<file path="config.mk">
export PLATFORM = sky130hd
export DESIGN_NAME = morse_round_ctrl
export DESIGN_NICKNAME = d
export VERILOG_FILES = /design/src/rtl/morse_round_ctrl.sv
export SDC_FILE = /design/constraint.sdc
export NUM_CORES = 1
export LEC_CHECK = 0
export CELL_PAD_IN_SITES_DETAIL_PLACEMENT = 2
export CELL_PAD_IN_SITES_GLOBAL_PLACEMENT = 2
export CORE_ASPECT_RATIO = 2
export CORE_MARGIN = 1
export CORE_UTILIZATION = 34
export CTS_CLUSTER_DIAMETER = 100
export DETAILED_ROUTE_END_ITERATION = 7
export DONT_BUFFER_PORTS = 1
export HOLD_SLACK_MARGIN = 0.15
export PLACE_DENSITY_LB_ADDON = 0.1
export SLEW_MARGIN = 30
export SYNTH_ARGS = -nofsm -noshare
export SYNTH_HDL_FRONTEND = slang
export SYNTH_SLANG_ARGS = --single-unit
</file>
<file path="constraint.sdc">
create_clock -name clk -period 2.26 [get_ports clk]
set_clock_uncertainty 0.1 [all_clocks]
set_input_delay 0.452 -clock clk [delete_from_list [all_inputs] [get_ports clk]]
set_output_delay 0.452 -clock clk [all_outputs]
set_load 0.005 [all_outputs]
</file>
<file path="src/rtl/morse_round_ctrl.sv">
// Morse trainer round sequencer: fetches a letter from the ROM, collects the player's
// dot/dash symbols under the response timer, judges the letter, and keeps score and lives.
module morse_round_ctrl #(
   parameter int ADDR_W    = 4,
   parameter int NUM_WORDS = 16,
   parameter int CODE_W    = 5,
   parameter int LEN_W     = 3,
   parameter int SCORE_W   = 8,
   parameter int MAX_LIVES = 3
) (
   input  logic                     clk,
   input  logic                     rst,
   input  logic                     start,
   input  logic                     symbol_valid,
   input  logic                     symbol_bit,
   input  logic                     letter_done,
   input  logic                     timeout,
   output logic [ADDR_W-1:0]        rom_addr,
   input  logic [CODE_W+LEN_W-1:0]  rom_data,
   output logic                     timer_en,
   output logic                     timer_rst_n,
   output logic [SCORE_W-1:0]       score,
   output logic [2:0]               lives,
   output logic                     match,
   output logic                     miss,
   output logic                     busy,
   output logic                     game_over
);

   localparam int CNT_W = $clog2(CODE_W + 1);

   typedef enum logic [3:0] {
      IDLE, FETCH, LATCH, LISTEN, CHECK, HIT, MISS, NEXT, OVER
   } state_t;

   state_t              r_state;
   logic [ADDR_W-1:0]   r_rom_addr;
   logic [CODE_W-1:0]   r_code;
   logic [CODE_W-1:0]   r_cap;
   logic [CNT_W-1:0]    r_len;
   logic [CNT_W-1:0]    r_sym_cnt;
   logic                r_ovf;
   logic                r_timer_en;
   logic                r_timer_rst_n;
   logic [SCORE_W-1:0]  r_score;
   logic [2:0]          r_lives;
   logic                r_match;
   logic                r_miss;
   logic                r_busy;
   logic                r_game_over;

   logic [LEN_W-1:0]    w_len_raw;
   logic [CNT_W-1:0]    w_len_eff;
   logic [CODE_W-1:0]   w_mask;
   logic                w_correct;

   // A zero or oversized length field means "use every code symbol".
   assign w_len_raw = rom_data[LEN_W-1:0];
   always_comb begin
      w_len_eff = CNT_W'(w_len_raw);
      if (w_len_raw == '0 || int'(w_len_raw) > CODE_W)
         w_len_eff = CNT_W'(CODE_W);
   end

   genvar gi;
   generate
      for (gi = 0; gi < CODE_W; gi++) begin : g_mask
         assign w_mask[gi] = (int'(r_len) > gi);
      end
   endgenerate

   assign w_correct = !r_ovf && (r_sym_cnt == r_len) && (((r_cap ^ r_code) & w_mask) == '0);

   always_ff @(posedge clk or negedge rst) begin
      if (!rst) begin
         r_state       <= IDLE;
         r_rom_addr    <= '0;
         r_code        <= '0;
         r_cap         <= '0;
         r_len         <= '0;
         r_sym_cnt     <= '0;
         r_ovf         <= 1'b0;
         r_timer_en    <= 1'b0;
         r_timer_rst_n <= 1'b1;
         r_score       <= '0;
         r_lives       <= '0;
         r_match       <= 1'b0;
         r_miss        <= 1'b0;
         r_busy        <= 1'b0;
         r_game_over   <= 1'b0;
      end else begin
         case (r_state)
            IDLE, OVER: begin
               if (start) begin
                  r_score     <= '0;
                  r_lives     <= 3'(MAX_LIVES);
                  r_rom_addr  <= '0;
                  r_busy      <= 1'b1;
                  r_game_over <= 1'b0;
                  r_state     <= FETCH;
               end
            end
            FETCH: begin
               r_timer_rst_n <= 1'b0;
               r_state       <= LATCH;
            end
            LATCH: begin
               r_code        <= rom_data[CODE_W+LEN_W-1:LEN_W];
               r_len         <= w_len_eff;
               r_cap         <= '0;
               r_sym_cnt     <= '0;
               r_ovf         <= 1'b0;
               r_timer_rst_n <= 1'b1;
               r_timer_en    <= 1'b1;
               r_state       <= LISTEN;
            end
            LISTEN: begin
               // A symbol arriving with letter_done is captured before CHECK judges it.
               if (symbol_valid) begin
                  if (int'(r_sym_cnt) < CODE_W) begin
                     r_cap[r_sym_cnt] <= symbol_bit;
                     r_sym_cnt        <= r_sym_cnt + 1'b1;
                  end else begin
                     r_ovf <= 1'b1;
                  end
               end
               if (letter_done) begin
                  r_timer_en <= 1'b0;
                  r_state    <= CHECK;
               end else if (timeout) begin
                  r_timer_en <= 1'b0;
                  r_miss     <= 1'b1;
                  if (r_lives != '0) r_lives <= r_lives - 1'b1;
                  r_state    <= MISS;
               end
            end
            CHECK: begin
               if (w_correct) begin
                  r_match <= 1'b1;
                  if (r_score != '1) r_score <= r_score + 1'b1;
                  r_state <= HIT;
               end else begin
                  r_miss  <= 1'b1;
                  if (r_lives != '0) r_lives <= r_lives - 1'b1;
                  r_state <= MISS;
               end
            end
            HIT: begin
               r_match <= 1'b0;
               r_state <= NEXT;
            end
            MISS: begin
               r_miss <= 1'b0;
               // Lives were already decremented on entry, so zero here means the last life went.
               if (r_lives == '0) begin
                  r_busy      <= 1'b0;
                  r_game_over <= 1'b1;
                  r_state     <= OVER;
               end else begin
                  r_state <= NEXT;
               end
            end
            NEXT: begin
               if (int'(r_rom_addr) == NUM_WORDS - 1) r_rom_addr <= '0;
               else                                  r_rom_addr <= r_rom_addr + 1'b1;
               r_state <= FETCH;
            end
            default: r_state <= IDLE;
         endcase
      end
   end

   assign rom_addr    = r_rom_addr;
   assign timer_en    = r_timer_en;
   assign timer_rst_n = r_timer_rst_n;
   assign score       = r_score;
   assign lives       = r_lives;
   assign match       = r_match;
   assign miss        = r_miss;
   assign busy        = r_busy;
   assign game_over   = r_game_over;

endmodule

</file>
==> results.txt, run 1 <==
outcome = complete, no violations
worst hold path class = in -> reg
antenna cells = 0
TritonCTS clock tree = built
Top Ports = 36
Power Dens Cells = 1350 nW/um2
mux cell area share after synthesis = 0.0171
clock buffer depth = 2
Worst EP required = 2.39 ns
Yosys reg bits = 42
post-route clock period utilization = 0.954
Critical Setup Path Class = reg -> reg
Synth Area in Adders = 0.0268
clock sinks = 42
share of cells above drive strength 1 = 0.164
GRT Total Usage = 0.225
cts bufs inserted = 5
worst skew pair latency = 0.29 ns
Synth warnings = 0
setup_tns = 0 ns
WL per Instance = 19.0 um
post-route ant nets = 0
GRT overflow = 0
syn nets = 287
Leak = 1.31 nW
Netlist cell types = 50
worst reg2reg setup slack = 0.10 ns
fmax = 0.464 GHz
crit path capture type = flop
nets@finish = 312
drt first pass iters = 4
Max VDD drop = 0.546 mV
max cap viols = 0
clock-pin slew on the worst setup and hold paths = 0.07 ns
final setup vio count = 0
Routed WL = 7.24 mm
Vias = 2115
PortBufs = 0
# fillers = 785
final hold vios = 0
Compound-Gate Fraction of Synth Area = 0.192
# rows = 42
fin. max-slew vios = 0
Netlist Area Pre-Place = 2330 um2
# DRC = 0
DRC violation total after the first TritonRoute iteration = 53
syn_area_per_cell = 8.74 um2
Synth Flop Type = dfrtp_1
post-synthesis simple-gate area fraction = 0.235
Core Area = 6620 um2
Post-synth EDFFs = 0
first-pass GRT wire length = 12.0 mm
largest net degree at the start of global routing = 43
Starting Density = 0.353
post-synthesis async set-or-reset flop share = 1.00
antenna violations before repair = 0
Vias/cell = 5.55
CP arrival = 2.29 ns
Slew HR = 0.516
vias in the first global route = 2466
main combinational cell family by area after synthesis = simple AND/OR/NAND/NOR gates
CP Launch Type = flop
full die area = 7220 um2
Max H-tree Level = 2
xor-xnor portion of the synthesized cell area = 0.0375
total setup buffers inserted after CTS = 0
sequential area share after synthesis = 0.451
fin crit period = 2.16 ns
GP Congestion = 0.786
Min Hold Slack = 0.170 ns
Root Buffer = clkbuf_16
Die W = 60.6 um
Worst Max-Slew Pin Slew = 0.719 ns
Syn Inst Count = 267
Syn-to-layout area delta = 20.8%
HPWL after DPL = 5.55 mm
die height = 119 um
Worst Path Max Fanout = 10
[where the power goes]
group / leakage (nW) / switching (mW) / internal (mW)
clock: 0.0729 / 0.302 / 0.438
combinational: 0.698 / 1.01 / 0.765
sequential: 0.537 / 0.276 / 1.01
[flip-flops by register name (all words and copies together), names as in the netlist]
name	cells
lives	3
r_code	5
match	1
r_state	4
r_sym_cnt	3
r_cap	5
busy	1
score	8
timer_en	1
timer_rst_n	1
rom_addr	4
r_len	3
miss	1
r_ovf	1
game_over	1
[synthesized netlist by cell type, drive strengths merged, types with 2 or more instances]
cell type,count,share of area
nand2,52,0.084
dfrtp,41,0.44
o21ai,25,0.054
nor2,21,0.034
a21oi,16,0.034
inv,10,0.016
clkbuf,8,0.013
xor2,7,0.026
nor3,6,0.013
and3,5,0.013
ha,5,0.027
nand3,5,0.011
a31oi,4,0.011
buf,4,0.011
mux2i,4,0.017
nand4,4,0.011
a2111oi,3,0.012
a21o,3,0.0096
nand2b,3,0.0080
nand3b,3,0.0096
xnor2,3,0.011
a211o,2,0.0075
a211oi,2,0.0064
a21boi,2,0.0064
and2,2,0.0054
nor3b,2,0.0064
nor4,2,0.0054
o311ai,2,0.0075
o41ai,2,0.0075
or2,2,0.0054
or3,2,0.0054
[cell families (layout without fill, tap and decap cells)]
kind of cell | count (synthesis) | count (layout)
and+or+nand+nor | 114 | 114
AOI/OAI and AO/OA | 70 | 70
DFF | 42 | 42
buffers and inverters | 22 | 48
xor gates and xnor gates | 10 | 10
adders and majority gates | 5 | 5
muxes | 4 | 4
[area by class of cell]
type	instances	area (um2)	share of cell area
Multi-Input combinational cell	203	1220	0.433
Sequential cell	42	1050	0.373
Timing Repair Buffer	30	248	0.0878
Clock buffer	6	139	0.0492
Tap cell	88	110	0.0390
Inverter	10	37.5	0.0133
Clock inverter	2	12.5	0.00443
[cells in the final DEF (no fill, tap or decap), types with 3 or more instances in the layout]
master,instances
a21o_1,3
a21oi_1,16
a31oi_1,4
and3_1,4
buf_4,28
clkbuf_16,5
dfrtp_1,41
ha_1,5
inv_1,10
mux2i_1,4
nand2_1,52
nand2b_1,3
nand3_1,5
nand3b_1,3
nand4_1,4
nor2_1,21
nor3_1,6
o21ai_0,21
xnor2_1,3
xor2_1,7
[worst max-delay path: stages, from the launching register on]
cell,delay [ns]
dfrtp_1,0.45
buf_4,0.19
nor4b_4,0.31
buf_4,0.21
a41oi_2,0.14
and3_2,0.31
a211o_1,0.30
nand2_1,0.07
[metrics by stage]
stage / instances / setup slack (ns) / utilization / instance area [um2] / total power [mW]
finish: 381 / 0.103 / 0.426 / 2820 / 3.80
global route: 381 / -0.00318 / 0.426 / 2820 / 4.12
CTS: 381 / 0.00327 / 0.421 / 2790 / 3.79
detailed placement: 371 / 0.0354 / 0.392 / 2600 / 3.00
global placement: 371 / 0.102 / 0.392 / 2600 / 2.92
floorplan: 267 / 0.159 / - / 2330 / 2.31
[per-layer routing]
metal,part of all wire,wire [um],track usage
met3,0.033,238,0.0413
met4,0.021,153,0.0895
met1,0.33,2390,0.205
met2,0.62,4460,0.444
met5,0,0,0
[timing repair]
item	4_1_cts	5_1_grt
hold buffers	2	0
endpoints found under the setup margin	0	10
gates resized for setup	0	7
endpoints found under the hold margin	42	0
[path summary, 6_finish.rpt]
kind | cells after the start | to | startpoint
min in group asynchronous | 2 | lives[0]$_DFFE_PN0P_ | rst
worst max-delay path | 7 | score[4]$_DFFE_PN0P_ | r_state[1]$_DFFE_PN0P_
max in group asynchronous | 2 | timer_rst_n$_DFFE_PN1P_ | rst
worst min-delay path | 2 | r_code[4]$_DFFE_PN0P_ | rom_data[7]
worst min register to register | 2 | r_code[2]$_DFFE_PN0P_ | r_code[2]$_DFFE_PN0P_
worst max register to register | 7 | score[4]$_DFFE_PN0P_ | r_state[1]$_DFFE_PN0P_
Power figures use the tool's default switching activity.
==> inputs of run 2 (changes only) <==
--- a/config.mk
+++ b/config.mk
@@ -5,10 +5,11 @@
 export SDC_FILE = /design/constraint.sdc
 export NUM_CORES = 1
 export LEC_CHECK = 0
+export CAP_MARGIN = 10
 export CELL_PAD_IN_SITES_DETAIL_PLACEMENT = 2
 export CELL_PAD_IN_SITES_GLOBAL_PLACEMENT = 2
 export CORE_ASPECT_RATIO = 2
-export CORE_MARGIN = 1
+export CORE_MARGIN = 2
 export CORE_UTILIZATION = 34
 export CTS_CLUSTER_DIAMETER = 100
 export DETAILED_ROUTE_END_ITERATION = 7
==> run 2 against run 1 <==
Compared with the run above:
- clock-buffer cell count up 1
- routed wire length rose by 3.4%
- worst hold slack is essentially flat
- via count up 0.24%
- critical path depth is 1 higher
- die area is 5.0% higher
- non-clock buffer count up 7
- sequential share of layout area fell by 1.3 points
- fmax shrank 0.92%
- core utilization grew 1.6 points
- largest power group unchanged
==> results.txt, run 2 (synthesis gave the netlist of run 1 again) <==
outcome = complete, no violations (unchanged)
final core occ = 0.442 (was 0.426)
Vias = 2120 (was 2115)
CP Launch Type = flop (unchanged)
TritonCTS clock tree = built (unchanged)
post-route ant nets = 0 (unchanged)
HPWL after DPL = 5.67 mm (was 5.55 mm)
Leak = 1.35 nW (was 1.31 nW)
RR Startpoint = r_state[2]$_DFFE_PN0P_ (was r_state[1]$_DFFE_PN0P_)
final setup vio count = 0 (unchanged)
full die area = 7590 um2 (was 7220 um2)
worst reg2reg setup slack = 0.08 ns (was 0.10 ns)
worst hold path class = in -> reg (unchanged)
fin crit period = 2.18 ns (was 2.16 ns)
clock-pin slew on the worst setup and hold paths = 0.06 ns (was 0.07 ns)
Min Hold Slack = 0.170 ns (about the same)
# DRC = 0 (unchanged)
Max VDD drop = 0.535 mV (was 0.546 mV)
Worst Path Max Fanout = 10 (unchanged)
Critical Path, Cell by Cell = buf_6 > buf_12 > or4_1 > o21ai_1 > a41oi_2 > and3_4 > a211o_1 > nand2_1 (was buf_4 > nor4b_4 > buf_4 > a41oi_2 > and3_2 > a211o_1 > nand2_1)
Crit-path slowest cell = or4_1 (was dfrtp_1)
max reg flops = 8 (unchanged)
clock sinks = 42 (unchanged)
largest net degree at the start of global routing = 43 (unchanged)
Root Buffer = clkbuf_16 (unchanged)
max cap viols = 0 (unchanged)
Syn-to-layout area delta = 25.4% (was 20.8%)
GRT Total Usage = 0.208 (was 0.225)
# fillers = 762 (was 785)
Power Dens Cells = 1360 nW/um2 (was 1350 nW/um2)
Die W = 62.6 um (was 60.6 um)
Top Ports = 36 (unchanged)
share of cells above drive strength 1 = 0.193 (was 0.164)
Reg2Reg Depth = 8 (was 7)
Core Area = 6620 um2 (unchanged)
Max H-tree Level = 2 (unchanged)
GRT overflow = 0 (unchanged)
post-route clock period utilization = 0.963 (was 0.954)
CP arrival = 2.30 ns (was 2.29 ns)
R2R Path End = score[4]$_DFFE_PN0P_ (unchanged)
nets@finish = 319 (was 312)
Worst EP required = 2.39 ns (about the same)
clock buffer depth = 2 (unchanged)
fin. max-slew vios = 0 (unchanged)
cts bufs inserted = 5 (unchanged)
DRC violation total after the first TritonRoute iteration = 69 (was 53)
Hold EP = r_code[2]$_DFFE_PN0P_ (was r_code[4]$_DFFE_PN0P_)
Vias/cell = 5.46 (was 5.55)
Starting Density = 0.353 (unchanged)
Critical Setup Path Class = reg -> reg (unchanged)
# rows = 42 (unchanged)
Slew HR = 0.454 (was 0.516)
die height = 121 um (was 119 um)
most frequent cells in the layout = nand2_1, dfrtp_1, buf_4 (unchanged)
antenna violations before repair = 0 (unchanged)
Routed WL = 7.49 mm (was 7.24 mm)
PortBufs = 0 (unchanged)
hold path cells = 2 (unchanged)
first-pass GRT wire length = 11.9 mm (was 12.0 mm)
drt first pass iters = 4 (unchanged)
Slowest Stage Delay on Critical Path = 0.51 ns (was 0.45 ns)
GP Congestion = 0.749 (was 0.786)
WL per Instance = 19.3 um (was 19.0 um)
FF+latch area = 1050 um2 (about the same)
vias in the first global route = 2326 (was 2466)
Multi-input gate area = 1260 um2 (was 1220 um2)
Worst Max-Slew Pin Slew = 0.812 ns (was 0.719 ns)
fmax = 0.459 GHz (was 0.464 GHz)
worst skew pair latency = 0.29 ns (about the same)
crit path capture type = flop (unchanged)
commonest non-fill, non-tap cell in the layout = nand2_1 (unchanged)
antenna cells = 0 (unchanged)
HP Start = rom_data[5] (was rom_data[7])
final hold vios = 0 (unchanged)
==> run 2: area by class of cell <==
type / instances / area share
inverters: 10 / 0.0128
flip-flops and latches: 42 / 0.360
repair buffers: 37 / 0.109
well taps: 88 / 0.0376
clock inverters: 1 / 0.00171
clock buffers: 7 / 0.0487
multi-input cells: 203 / 0.430
==> run 2: metrics by stage <==
stage | instance area [um2] | setup TNS [ns] | power, mW | cells | setup slack, ns
final | 2930 | 0 | 3.98 | 388 | 0.0829
after global routing | 2930 | -0.0427 | 4.30 | 388 | -0.0177
after CTS | 2810 | 0 | 3.83 | 382 | 0.000817
after detailed placement | 2610 | -0.864 | 3.03 | 372 | -0.313
after global placement | 2610 | -0.395 | 2.97 | 372 | -0.155
after floorplan | 2330 | 0 | 2.31 | 267 | 0.159
==> run 2: layer usage <==
metal	global-route usage	wire [um]
met1	0.181	2480
met2	0.429	4580
met3	0.0436	244
met4	0.100	190
met5	0	0
==> run 2: how the worst max path moves through the flow <==
stage                           end  cells after the start                   start  slack, ns
3_3_place_gp   lives[1]$_DFFE_PN0P_                      7  r_state[0]$_DFFE_PN0P_      -0.16
2_1_floorplan  lives[2]$_DFFE_PN0P_                      7  r_state[0]$_DFFE_PN0P_       0.16
6_report       score[4]$_DFFE_PN0P_                      8  r_state[2]$_DFFE_PN0P_       0.08
4_1_cts        lives[0]$_DFFE_PN0P_                      7  r_state[1]$_DFFE_PN0P_     0.0008
3_5_place_dp   lives[1]$_DFFE_PN0P_                      7  r_state[0]$_DFFE_PN0P_      -0.31
5_1_grt        lives[1]$_DFFE_PN0P_                      9  r_state[1]$_DFFE_PN0P_      -0.02
==> run 2: timing repair <==
item / CTS / global route
gates resized for setup: 5 / 12
endpoints found under the setup margin: 3 / 12
setup buffers: 0 / 6
pin swaps: 0 / 5
endpoints found under the hold margin: 42 / 0
hold buffers: 2 / 0
==> run 2: power breakdown <==
part	total (mW)	switching, mW	internal (mW)
logic	1.98	1.08	0.900
registers	1.27	0.260	1.01
clock network	0.728	0.290	0.438
total	3.98	1.63	2.35
==> run 2: critical path: cells and delay by family (launching register included) <==
family / cells / cell delay (ns)
simple gates: 3 / 0.84
flops: 1 / 0.40
compound gates: 3 / 0.51
buf+inv: 2 / 0.25
==> inputs of run 3 (changes only) <==
--- a/config.mk
+++ b/config.mk
@@ -15,7 +15,7 @@
 export DETAILED_ROUTE_END_ITERATION = 7
 export DONT_BUFFER_PORTS = 1
 export HOLD_SLACK_MARGIN = 0.15
-export PLACE_DENSITY_LB_ADDON = 0.1
+export PLACE_DENSITY_LB_ADDON = 0.08
 export SLEW_MARGIN = 30
 export SYNTH_ARGS = -nofsm -noshare
 export SYNTH_HDL_FRONTEND = slang
==> run 3 against run 2 <==
Compared with the run above:
- clock power up 35%
- first-iteration DRC count down 26%
- combinational power down 8%
- sequential cell count unchanged
- highest routed layer unchanged
- cell area down 0.13%
- routed wire length about the same
- critical path depth unchanged
- worst setup slack better by 0.020 ns
- worst hold slack worse by 0.0063 ns
- fmax up 0.93%
- via count up 1.6%
- final cell count unchanged
==> results.txt, run 3 (synthesis gave the netlist of run 1 again) <==
post-route ant nets = 0 (unchanged)
Vias/cell = 5.55 (was 5.46)
commonest non-fill, non-tap cell in the layout = nand2_1 (unchanged)
Critical Path, Cell by Cell = buf_4 > nor4b_4 > buf_4 > a41oi_2 > and3_1 > buf_4 > a211o_1 > nand2_1 (was buf_6 > buf_12 > or4_1 > o21ai_1 > a41oi_2 > and3_4 > a211o_1 > nand2_1)
Worst Path Max Fanout = 7 (was 10)
outcome = complete, no violations (unchanged)
Critical Setup Path Class = reg -> reg (unchanged)
Slew HR = 0.509 (was 0.454)
HPWL after DPL = 5.80 mm (was 5.67 mm)
final setup vio count = 0 (unchanged)
fin crit period = 2.16 ns (was 2.18 ns)
# DRC = 0 (unchanged)
antenna cells = 0 (unchanged)
largest net degree at the start of global routing = 43 (unchanged)
worst skew pair latency = 0.29 ns (about the same)
clock-pin slew on the worst setup and hold paths = 0.07 ns (was 0.06 ns)
WL per Instance = 19.3 um (about the same)
clock sinks = 42 (unchanged)
full die area = 7590 um2 (unchanged)
Worst EP required = 2.40 ns (was 2.39 ns)
CP Launch Type = flop (unchanged)
Die W = 62.6 um (unchanged)
max reg flops = 8 (unchanged)
worst hold path class = in -> reg (unchanged)
clock buffer depth = 2 (unchanged)
Max VDD drop = 0.676 mV (was 0.535 mV)
vias in the first global route = 2465 (was 2326)
DRC violation total after the first TritonRoute iteration = 51 (was 69)
crit path capture type = flop (unchanged)
share of cells above drive strength 1 = 0.187 (was 0.193)
Leak = 1.37 nW (was 1.35 nW)
post-route clock period utilization = 0.954 (was 0.963)
cts bufs inserted = 5 (unchanged)
Worst Max-Slew Pin Slew = 0.730 ns (was 0.812 ns)
Power Dens Cells = 1400 nW/um2 (was 1360 nW/um2)
Routed WL = 7.48 mm (was 7.49 mm)
fmax = 0.464 GHz (was 0.459 GHz)
GRT overflow = 0 (unchanged)
Slowest Stage Delay on Critical Path = 0.45 ns (was 0.51 ns)
CP arrival = 2.29 ns (was 2.30 ns)
first-pass GRT wire length = 12.4 mm (was 11.9 mm)
most frequent CP cell = buf_4
most frequent cells in the layout = nand2_1, dfrtp_1, buf_4 (unchanged)
Min Hold Slack = 0.164 ns (was 0.170 ns)
# rows = 42 (unchanged)
setup_tns = 0 ns (unchanged)
Core Area = 6620 um2 (unchanged)
drt first pass iters = 4 (unchanged)
GP Congestion = 0.760 (was 0.749)
Crit-path slowest cell = dfrtp_2 (was or4_1)
final hold vios = 0 (unchanged)
Max H-tree Level = 2 (unchanged)
antenna violations before repair = 0 (unchanged)
GRT Total Usage = 0.215 (was 0.208)
Syn-to-layout area delta = 25.2% (was 25.4%)
nets@finish = 319 (unchanged)
max cap viols = 0 (unchanged)
PortBufs = 0 (unchanged)
TritonCTS clock tree = built (unchanged)
die height = 121 um (unchanged)
Root Buffer = clkbuf_16 (unchanged)
Starting Density = 0.353 (unchanged)
fin. max-slew vios = 0 (unchanged)
RSZ-0062 raised after global routing = yes
Vias = 2154 (was 2120)
Top Ports = 36 (unchanged)
## run 3: through the flow
stage          cell area (um2)  setup slack (ns)  cells  total power [mW]  utilization
5_1_grt                   2920           -0.0306    388              4.44        0.442
4_1_cts                   2860            0.0354    384              4.08        0.432
3_3_place_gp              2620             0.120    374              2.98        0.396
2_1_floorplan             2330             0.159    267              2.31            -
3_5_place_dp              2620           0.00702    374              3.05        0.396
6_report                  2920             0.103    388              4.10        0.442
## run 3: layer usage
layer / vias to the layer above / GRT usage / wire [um]
li1: 1010 / - / -
met1: 1088 / 0.186 / 2470
met2: 39 / 0.440 / 4490
met3: 17 / 0.0473 / 243
met4: 0 / 0.113 / 279
met5: - / 0 / 0
## run 3: worst paths after layout
path / start / to / slack, ns / cells after the start
hold reg to reg: r_code[2]$_DFFE_PN0P_ / r_code[2]$_DFFE_PN0P_ / 0.40 / 2
setup reg to reg: r_state[0]$_DFFE_PN0P_ / score[2]$_DFFE_PN0P_ / 0.10 / 8
setup / recovery: r_state[0]$_DFFE_PN0P_ / score[2]$_DFFE_PN0P_ / 0.10 / 8
min in group asynchronous: rst / rom_addr[0]$_DFFE_PN0P_ / 0.56 / 2
hold / removal: rom_data[7] / r_code[4]$_DFFE_PN0P_ / 0.16 / 2
max in group asynchronous: rst / timer_rst_n$_DFFE_PN1P_ / 1.24 / 2
## run 3: area by class of cell
class / instances / area [um2]
fillers: 782 / 3700
multi-input cells: 203 / 1220
flip-flops and latches: 42 / 1050
repair buffers: 37 / 300
clock buffers: 6 / 139
well taps: 88 / 110
clock inverters: 2 / 60.1
inverters: 10 / 37.5
## run 3: worst max-delay path: cells and delay by family (launching register included)
| kind | cells | cell delay, ns |
|---|---|---|
| and+or+nand+nor | 3 | 0.60 |
| buffers and inverters | 3 | 0.50 |
| DFF | 1 | 0.45 |
| AOI/OAI and AO/OA | 2 | 0.45 |
## run 3: what timing repair did
action | 4_1_cts | 5_1_grt
endpoints found under the setup margin | 2 | 11
pin swaps | 0 | 2
buffers inserted | 0 | 4
hold endpoints to repair | 42 | 0
resized for setup | 1 | 7
hold buffers | 2 | 0
## run 3: where the power goes
part           internal (mW)  switching (mW)  total (mW)
logic                  0.796            1.03        1.82
registers               1.01           0.288        1.30
clock network          0.664           0.317       0.981
total                   2.47            1.63        4.10
